[src/rtl/kmeans_pkg.sv]
// kmeans_pkg -- shared types and constants for the multi-pass BRAM controller.
//   state_t       : controller FSM states
//   DEF_* / PN_* / RES_* : default address map (PN load window, per-engine result windows)
//   pick_lowest() : index of the lowest set bit of an engine mask (0 when mask is empty)
package kmeans_pkg;

   typedef enum logic [2:0] {
      IDLE,
      LOAD_WAIT,
      PICK,
      ENG_WAIT,
      UNLOAD_WAIT,
      DONE
   } state_t;

   localparam int DEF_ADDR_W   = 15;
   localparam int PN_BRAM_BASE = 24576;
   localparam int PN_WORDS     = 8192;
   localparam int RES_BASE     = 0;
   localparam int RES_STRIDE   = 2048;
   localparam int RES_WORDS    = 2048;
   localparam int DEF_TIMEOUT  = 2**20;

   // Scans from the top so the last hit wins, i.e. the lowest set bit.
   function automatic logic [2:0] pick_lowest(input logic [7:0] m);
      logic [2:0] k;
      k = 3'd0;
      for (int i = 7; i >= 0; i--) begin
         if (m[i]) k = 3'(i);
      end
      return k;
   endfunction

endpackage

[src/rtl/ctrl_watchdog.sv]
// ctrl_watchdog -- saturating cycle counter used to bound the controller's waits.
//   clk, reset : clock, async active-high reset
//   clear      : zero the count (driven on every controller state change)
//   enable     : count while high
//   expired    : count has reached LIMIT (holds until cleared)
module ctrl_watchdog #(
   parameter int LIMIT = 16
) (
   input  logic clk,
   input  logic reset,
   input  logic clear,
   input  logic enable,
   output logic expired
);

   localparam int CW = $clog2(LIMIT + 1);

   logic [CW-1:0] count;

   always_ff @(posedge clk or posedge reset) begin
      if (reset) begin
         count <= '0;
      end else if (clear) begin
         count <= '0;
      end else if (enable && (count != CW'(LIMIT))) begin
         count <= count + CW'(1);
      end
   end

   assign expired = (count == CW'(LIMIT));

endmodule

[src/rtl/multi_pass_controller.sv]
// multi_pass_controller -- sequences one BRAM load, then for each selected engine
// (lowest index first) an engine run followed by an unload of its result window.
//   start/eng_mask/ready/done        : job handshake (mask latched on accepted start)
//   LM_ULM_*                         : loader/unloader command window and completion
//   eng_start/eng_ready              : per-engine one-hot start pulse and completion
//   BRAM_select                      : BRAM owner, 0 = loader, k+1 = engine k
//   err                              : sticky watchdog error
// Build option: define CTRL_WATCHDOG_EN to bound every wait state by TIMEOUT_CYC
// cycles; without it err is tied low and waits are unbounded.
//
// state       | meaning
// IDLE        | ready=1, waiting for start
// LOAD_WAIT   | PN load in progress, waiting for LM_ULM_ready
// PICK        | choose lowest remaining engine, pulse its start
// ENG_WAIT    | engine k owns BRAM, waiting for eng_ready[k]
// UNLOAD_WAIT | unloading engine k results, waiting for LM_ULM_ready
// DONE        | pulse done, return to IDLE
module multi_pass_controller
   import kmeans_pkg::*;
#(
   parameter int ADDR_W        = DEF_ADDR_W,
   parameter int NUM_ENG       = 2,
   parameter int LOAD_BASE     = PN_BRAM_BASE,
   parameter int LOAD_WORDS    = PN_WORDS,
   parameter int UNLOAD_BASE   = RES_BASE,
   parameter int UNLOAD_STRIDE = RES_STRIDE,
   parameter int UNLOAD_WORDS  = RES_WORDS,
   parameter int TIMEOUT_CYC   = DEF_TIMEOUT
) (
   input  logic                           clk,
   input  logic                           reset,
   input  logic                           start,
   input  logic [NUM_ENG-1:0]             eng_mask,
   output logic                           ready,
   output logic                           done,
   input  logic                           LM_ULM_ready,
   output logic                           LM_ULM_start,
   output logic [ADDR_W-1:0]              LM_ULM_base_address,
   output logic [ADDR_W-1:0]              LM_ULM_upper_limit,
   output logic                           LM_ULM_load_unload,
   output logic [NUM_ENG-1:0]             eng_start,
   input  logic [NUM_ENG-1:0]             eng_ready,
   output logic [$clog2(NUM_ENG+1)-1:0]   BRAM_select,
   output logic                           err
);

   localparam int SEL_W = $clog2(NUM_ENG + 1);
   localparam int AW1   = ADDR_W + 1;
   localparam logic [ADDR_W:0] LOAD_BASE_W = AW1'(LOAD_BASE);
   localparam logic [ADDR_W:0] LOAD_LIM_W  = AW1'(LOAD_BASE) + AW1'(LOAD_WORDS) - AW1'(1);

   state_t               state, state_n;
   logic                 ready_n, done_n, lm_start_n, lu_n;
   logic [ADDR_W-1:0]    base_n, limit_n;
   logic [NUM_ENG-1:0]   eng_start_n, rem_mask, rem_n, cur_oh, cur_oh_n, pick_oh;
   logic [SEL_W-1:0]     sel_n;
   logic [2:0]           cur_eng, cur_n, pick_k;
   logic [ADDR_W:0]      ul_base_w, ul_lim_w;
   logic                 wd_expired;

   assign pick_k    = pick_lowest(8'(rem_mask));
   assign pick_oh   = NUM_ENG'(1) << pick_k;
   assign ul_base_w = AW1'(UNLOAD_BASE) + AW1'(cur_eng) * AW1'(UNLOAD_STRIDE);
   assign ul_lim_w  = ul_base_w + AW1'(UNLOAD_WORDS) - AW1'(1);

   always_ff @(posedge clk or posedge reset) begin
      if (reset) begin
         state               <= IDLE;
         ready               <= 1'b1;
         done                <= 1'b0;
         LM_ULM_start        <= 1'b0;
         LM_ULM_load_unload  <= 1'b0;
         LM_ULM_base_address <= '0;
         LM_ULM_upper_limit  <= '0;
         eng_start           <= '0;
         BRAM_select         <= '0;
         rem_mask            <= '0;
         cur_eng             <= '0;
         cur_oh              <= '0;
      end else begin
         state               <= state_n;
         ready               <= ready_n;
         done                <= done_n;
         LM_ULM_start        <= lm_start_n;
         LM_ULM_load_unload  <= lu_n;
         LM_ULM_base_address <= base_n;
         LM_ULM_upper_limit  <= limit_n;
         eng_start           <= eng_start_n;
         BRAM_select         <= sel_n;
         rem_mask            <= rem_n;
         cur_eng             <= cur_n;
         cur_oh              <= cur_oh_n;
      end
   end

   // Completions are qualified with "our start pulse is not high right now" so a
   // response in the same cycle as its own start pulse is not taken.
   always_comb begin
      state_n     = state;
      ready_n     = 1'b0;
      done_n      = 1'b0;
      lm_start_n  = 1'b0;
      lu_n        = LM_ULM_load_unload;
      base_n      = LM_ULM_base_address;
      limit_n     = LM_ULM_upper_limit;
      eng_start_n = '0;
      sel_n       = '0;
      rem_n       = rem_mask;
      cur_n       = cur_eng;
      cur_oh_n    = cur_oh;
      case (state)
         IDLE: begin
            ready_n = 1'b1;
            if (start) begin
               ready_n = 1'b0;
               rem_n   = eng_mask;
               if (eng_mask != '0) begin
                  lm_start_n = 1'b1;
                  lu_n       = 1'b0;
                  base_n     = LOAD_BASE_W[ADDR_W-1:0];
                  limit_n    = LOAD_LIM_W[ADDR_W-1:0];
                  state_n    = LOAD_WAIT;
               end else begin
                  state_n = DONE;
               end
            end
         end
         LOAD_WAIT: begin
            if (wd_expired) state_n = DONE;
            else if (LM_ULM_ready && !LM_ULM_start) state_n = PICK;
         end
         PICK: begin
            cur_n       = pick_k;
            cur_oh_n    = pick_oh;
            eng_start_n = pick_oh;
            sel_n       = SEL_W'({1'b0, pick_k} + 4'd1);
            state_n     = ENG_WAIT;
         end
         ENG_WAIT: begin
            if (wd_expired) begin
               state_n = DONE;
            end else if (((eng_ready & cur_oh) != '0) && (eng_start == '0)) begin
               sel_n      = BRAM_select;
               lm_start_n = 1'b1;
               lu_n       = 1'b1;
               base_n     = ul_base_w[ADDR_W-1:0];
               limit_n    = ul_lim_w[ADDR_W-1:0];
               rem_n      = rem_mask & ~cur_oh;
               state_n    = UNLOAD_WAIT;
            end else begin
               sel_n = BRAM_select;
            end
         end
         UNLOAD_WAIT: begin
            if (wd_expired) begin
               state_n = DONE;
            end else if (LM_ULM_ready && !LM_ULM_start) begin
               state_n = (rem_mask != '0) ? PICK : DONE;
            end else begin
               sel_n = BRAM_select;
            end
         end
         DONE: begin
            done_n  = 1'b1;
            ready_n = 1'b1;
            state_n = IDLE;
         end
         default: state_n = IDLE;
      endcase
   end

`ifdef CTRL_WATCHDOG_EN
   logic err_q;

   ctrl_watchdog #(.LIMIT(TIMEOUT_CYC)) u_watchdog (
      .clk     (clk),
      .reset   (reset),
      .clear   (state_n != state),
      .enable  (1'b1),
      .expired (wd_expired)
   );

   always_ff @(posedge clk or posedge reset) begin
      if (reset) begin
         err_q <= 1'b0;
      end else if ((state == IDLE) && start) begin
         err_q <= 1'b0;
      end else if (wd_expired &&
                   ((state == LOAD_WAIT) || (state == ENG_WAIT) || (state == UNLOAD_WAIT))) begin
         err_q <= 1'b1;
      end
   end

   assign err = err_q;
`else
   assign wd_expired = 1'b0;
   assign err        = 1'b0;
`endif

endmodule

[config.mk]
export PLATFORM = sky130hd
export DESIGN_NAME = multi_pass_controller
export DESIGN_NICKNAME = d
export VERILOG_FILES = /design/src/rtl/kmeans_pkg.sv /design/src/rtl/ctrl_watchdog.sv /design/src/rtl/multi_pass_controller.sv
export SDC_FILE = /design/constraint.sdc
export NUM_CORES = 1
export LEC_CHECK = 0
export ABC_CLOCK_PERIOD_IN_PS = 1420
export CAP_MARGIN = 10
export CORE_ASPECT_RATIO = 0.8
export CORE_MARGIN = 2
export CORE_UTILIZATION = 40
export CTS_BUF_LIST = sky130_fd_sc_hd__clkbuf_8
export CTS_CLUSTER_SIZE = 40
export DETAILED_ROUTE_END_ITERATION = 6
export PLACE_DENSITY = 0.76
export SYNTH_ARGS = -nofsm -noshare
export SYNTH_HDL_FRONTEND = slang
export SYNTH_SLANG_ARGS = --single-unit
[constraint.sdc]
create_clock -name clk -period 1.42 [get_ports clk]
set_input_delay 0.426 -clock clk [delete_from_list [all_inputs] [get_ports clk]]
set_output_delay 0.426 -clock clk [all_outputs]
set_load 0.05 [all_outputs]
# == Yosys cells after proc, flatten, opt, wreduce, memory -nomap -nowiden ==
# Cells that the tools add are included.
# totals
elab_cells,77
regBits,48
in_bits,8
out_inout_bits,39
# classes
n_reduce_logical,13
n_shift,1
add_sub_neg,3
n_eq_ne,10
mux,34
bitwise_logic,4
# ops
cell,count
2-to-1 mux 15 bit,6
case mux 15 bit (2 select lines),2
2-to-1 mux 3 bit,6
adder 14 x 12 -> 15 bit (second input constant),1
case mux 3 bit (5 select lines),1
subtractor 15 x 1 -> 15 bit (second input constant),1
2-to-1 mux 1 bit,10
inequality test 2 bit (second input constant),5
2-to-1 mux 2 bit,4
AND reduction 4 bit,2
nonzero test 2 bit,4
== test 3 x 2 -> 1 bit (second input constant),2
== test 3 bit (second input constant),2
case mux 1 bit (2 select lines),3
case mux 2 bit (3 select lines),1
bitwise AND 2 bit,2
case mux 2 bit (2 select lines),1
== test 3 x 1 -> 1 bit (second input constant),1
logical NOT 3 bit,1
AND reduction 3 bit,1
left shift 1 x 3 -> 2 bit (first input constant),1
adder 2 x 1 -> 2 bit (second input constant),1
logical AND 1 bit,2
logical NOT 2 bit,1
other kinds (4),4

# == Logic depth before layout (Yosys ltp) ==
# logic_depth
depth_word,5
mapped_depth,5
depth_no_buf,4

# == Worst setup path after synthesis ==
# No wires, ideal clock.
# synth_timing
path_kind,reg-to-output
from,register LM_ULM_upper_limit[10]
to,output LM_ULM_upper_limit[10]
path_buffers,1
setup_slack_ns,-0.067
t_arrival_ns,1.061
t_required_ns,0.994
stages_incl_launch_ff,2
cell_sequence,dfrtp_1 -> buf_4
# synth_rtl
element,line_no,rtl
"start, declared",multi_pass_controller.sv:39,"output logic [ADDR_W-1:0] LM_ULM_upper_limit,"
"start signal, assigned",multi_pass_controller.sv:87,LM_ULM_upper_limit <= limit_n;
# No word-level cell between the ends.

==> key figures <==
Route
  – WL met2: 1.36 mm
  – Wire per inst: 14.4 um
  – DR vias/cell: 4.94
  – Detailed-route DRC error count: 0
  – DR vias: 968
  – WL final: 2.82 mm
  – 1st-iter DRT viols: 29
  – Top Metal Used: met4
  – Post-route ant nets: 0
  – WL met3: 294 um
  – Wire length on met1: 1.13 mm
  – DRT Pass-1 Iters: 4

Power
  – Pleak: 0.892 nW
  – Comb power frac: 64.0%
  – Sequential power share: 26.8%
  – P per Cell Area: 2150 nW/um2
  – P_sw: 1.88 mW
  – Switching Fraction: 46.3%
  – Max rail drop VDD: 1050 uV
  – Clk pwr share: 9.2%
  – Internal: 2.19 mW

Timing
  – Final Hold Viols: 0
  – Min Tclk post-route: 1.50 ns
  – FMAX: 0.669 GHz
  – RSZ-0062 raised after global routing: true
  – Clk_skew: 0.00268 ns
  – Final hold slack: 0.412 ns
  – Setup violators final: 12
  – Period utilisation layout: 105%
  – Max-slew violations: 0
  – Post-route setup slack: -0.0759 ns

Finish
  – Fillers: 203
  – P&R area growth vs syn: 68.6%
  – Fin cells: 196
  – Nets: 167
  – Register Area: 485 um2
  – Layout cells sized above 1: 47.5%
  – Post-layout util: 69.5%
  – Diode count: 0
  – Area of the multi-input gates: 512 um2

Place
  – IO Port Bufs: 33
  – Gpl congestion: 0.863
  – Placed Cells: 182
  – Placed wire-length estimate: 2.02 mm

Critical path
  – CP Cell Sequence: buf_8 > buf_12
  – R2r startpoint: state[2]
  – Worst reg-to-reg setup slack: 0 ns
  – Max incr delay on CP: 0.50 ns
  – Slowest-stage cell, CP: dfrtp_4
  – Worst-path maximum fanout: 6
  – R2r endpoint: rem_mask[0]
  – Crit path buf inv count: 2
  – WS Path Type: flip-flop to output pin
  – Critical Path Start Type: flip-flop
  – Largest delay share family, worst path: flip-flops
  – Crit path capture type: output pin
  – Worst R2R Path Depth: 5
  – CP required: 0.99 ns
  – Critical path data arrival time: 1.07 ns

Synthesis
  – Count leader, synth: buf_4
  – Avg Cell Area, Syn: 9.51 um2
  – Top cells by count, synth: buf_4, dfrtp_1, nor2_1
  – Mapped cell area: 1120 um2
  – Yosys cell types: 37
  – Sequential fraction of the synthesis area: 42.5%
  – Number of flops mapped to enable cells by yosys: 0
  – Synth Instances: 118
  – Asr flop ratio synth: 100%
  – Register bit total from synthesis: 19
  – Area leader, netlist: dfrtp_1
  – Yosys warns: 0
  – Ranking of synthesized cells by area: dfrtp_1, buf_4, nor2_1
  – Ys flop type: dfrtp_1
  – Share of the synthesized area in the top cell type: 40.1%

Global route
  – GRT overflow: 0
  – Initial antenna violation count: 0
  – Global-route wire length before repair: 4.52 mm
  – Global Route Usage Sum: 18.3%
  – Vias in the first global route: 951
  – Pin count of the biggest net entering global routing: 15

Floorplanning
  – Die W: 63.2 um
  – Die area: 3250 um2
  – Io pins: 47
  – Row cnt: 17
  – Starting Density: 41.2%
  – Core area: 2720 um2
  – Die Y-Extent: 51.4 um

Run status
  – Violated checks: setup timing
  – Outcome: complete, but fails checks

Clocking
  – Worst skew pair latency: 0.26 ns
  – H-tree depth: 1
  – CTS tree: yes
  – Clock Sinks: 19
  – Worst-path clk slew: 0.07 ns
  – Clk root buf: clkbuf_8
  – CTS max path bufs: 2
  – CTS Buf Count: 3

Hold path
  – Worst min path class: input pin to async pin

Job
  – Number of max-cap violations: 0
## worst register-to-register path, cell delays in order (launching register included)
cell     delay [ns]
dfrtp_2        0.48
nor4b_4        0.42
buf_4          0.19
nor2_1         0.03
a21oi_1        0.12
o21ai_1        0.07
## final cells by class
| class | count | area share, % |
|---|---|---|
| Clock inverter | 1 | 0.265 |
| Sequential cell | 19 | 25.7 |
| Tap cell | 38 | 2.51 |
| Multi-Input combinational cell | 78 | 27.1 |
| Clock buffer | 3 | 2.18 |
| Inverter | 3 | 0.595 |
| Timing Repair Buffer | 54 | 41.7 |
## worst max path at each step
stage | from | endpoint | slack [ns] | cells past startpoint
after floorplan | LM_ULM_start | state[0] | 0.02 | 4
after global placement | LM_ULM_ready | BRAM_select[0] | -0.34 | 5
after detailed placement | start | rem_mask[1] | -0.37 | 5
after CTS | LM_ULM_upper_limit[10] | LM_ULM_upper_limit[2] | -0.10 | 2
after global routing | LM_ULM_upper_limit[10] | LM_ULM_upper_limit[2] | -0.1 | 2
final | LM_ULM_upper_limit[10] | LM_ULM_upper_limit[2] | -0.08 | 2
## power by group through the flow
| stage | clock network, mW | registers [mW] | logic, mW |
|---|---|---|---|
| floorplan | 0 | 1.34 | 1.08 |
| global placement | 0 | 1.07 | 2.34 |
| detailed placement | 0 | 1.07 | 2.37 |
| finish | 0.373 | 1.09 | 2.61 |
| CTS | 0.381 | 1.08 | 2.47 |
| global route | 0.402 | 1.12 | 2.74 |
## what timing repair did
item                       4_1_cts  5_1_grt
pin swaps                        3        7
resized for setup               11       22
hold buffers                     0        0
gates cloned                     0        0
buffers inserted                 7        3
setup endpoints to repair       25       21
## cells in the final DEF, fill, tap and decap left out, drive strengths merged, types with 2 or more instances in the layout
cell type / instances
clkdlybuf4s50: 3
conb: 13
nor4b: 2
a21oi: 7
o31ai: 2
nor3: 2
dfrtp: 18
a21o: 2
a211oi: 2
o21a: 2
nand2b: 3
nand2: 8
dlymetal6s2s: 3
o31a: 2
buf: 47
inv: 3
clkbuf: 3
o21ai: 8
nor2: 12
## registers in the layout, summed over array words and instances, names as in the netlist, 2 cells and up
name	flops
LM_ULM_upper_limit	3
state	3
rem_mask	2
eng_start	2
BRAM_select	2
## per-layer routing
metal	global-route usage, %	vias to the layer above
met2	30.0	61
met5	0	-
li1	-	447
met4	8.70	0
met1	22.1	458
met3	5.73	2
## metrics by stage
stage | instance area [um2] | worst slack [ns] | total power [mW] | TNS, ns
after detailed placement | 1680 | -0.375 | 3.44 | -4.08
after global routing | 1890 | -0.0985 | 4.26 | -1.17
after floorplan | 1170 | 0.0160 | 2.41 | 0
after CTS | 1800 | -0.100 | 3.93 | -1.03
final | 1890 | -0.0759 | 4.07 | -0.818
after global placement | 1680 | -0.336 | 3.41 | -3.84
## kinds of logic (layout without fill, tap and decap cells)
family	count (synthesis)	count (layout)	share of synthesized area, %
other	1	13	0.334
AO/OA/AOI/OAI	29	29	17.2
buffers and inverters	33	61	21.2
AND/OR/NAND/NOR	35	35	18.0
multiplexers	1	1	0.892
flip-flops	19	19	42.5
Power figures use the tool's default switching activity.
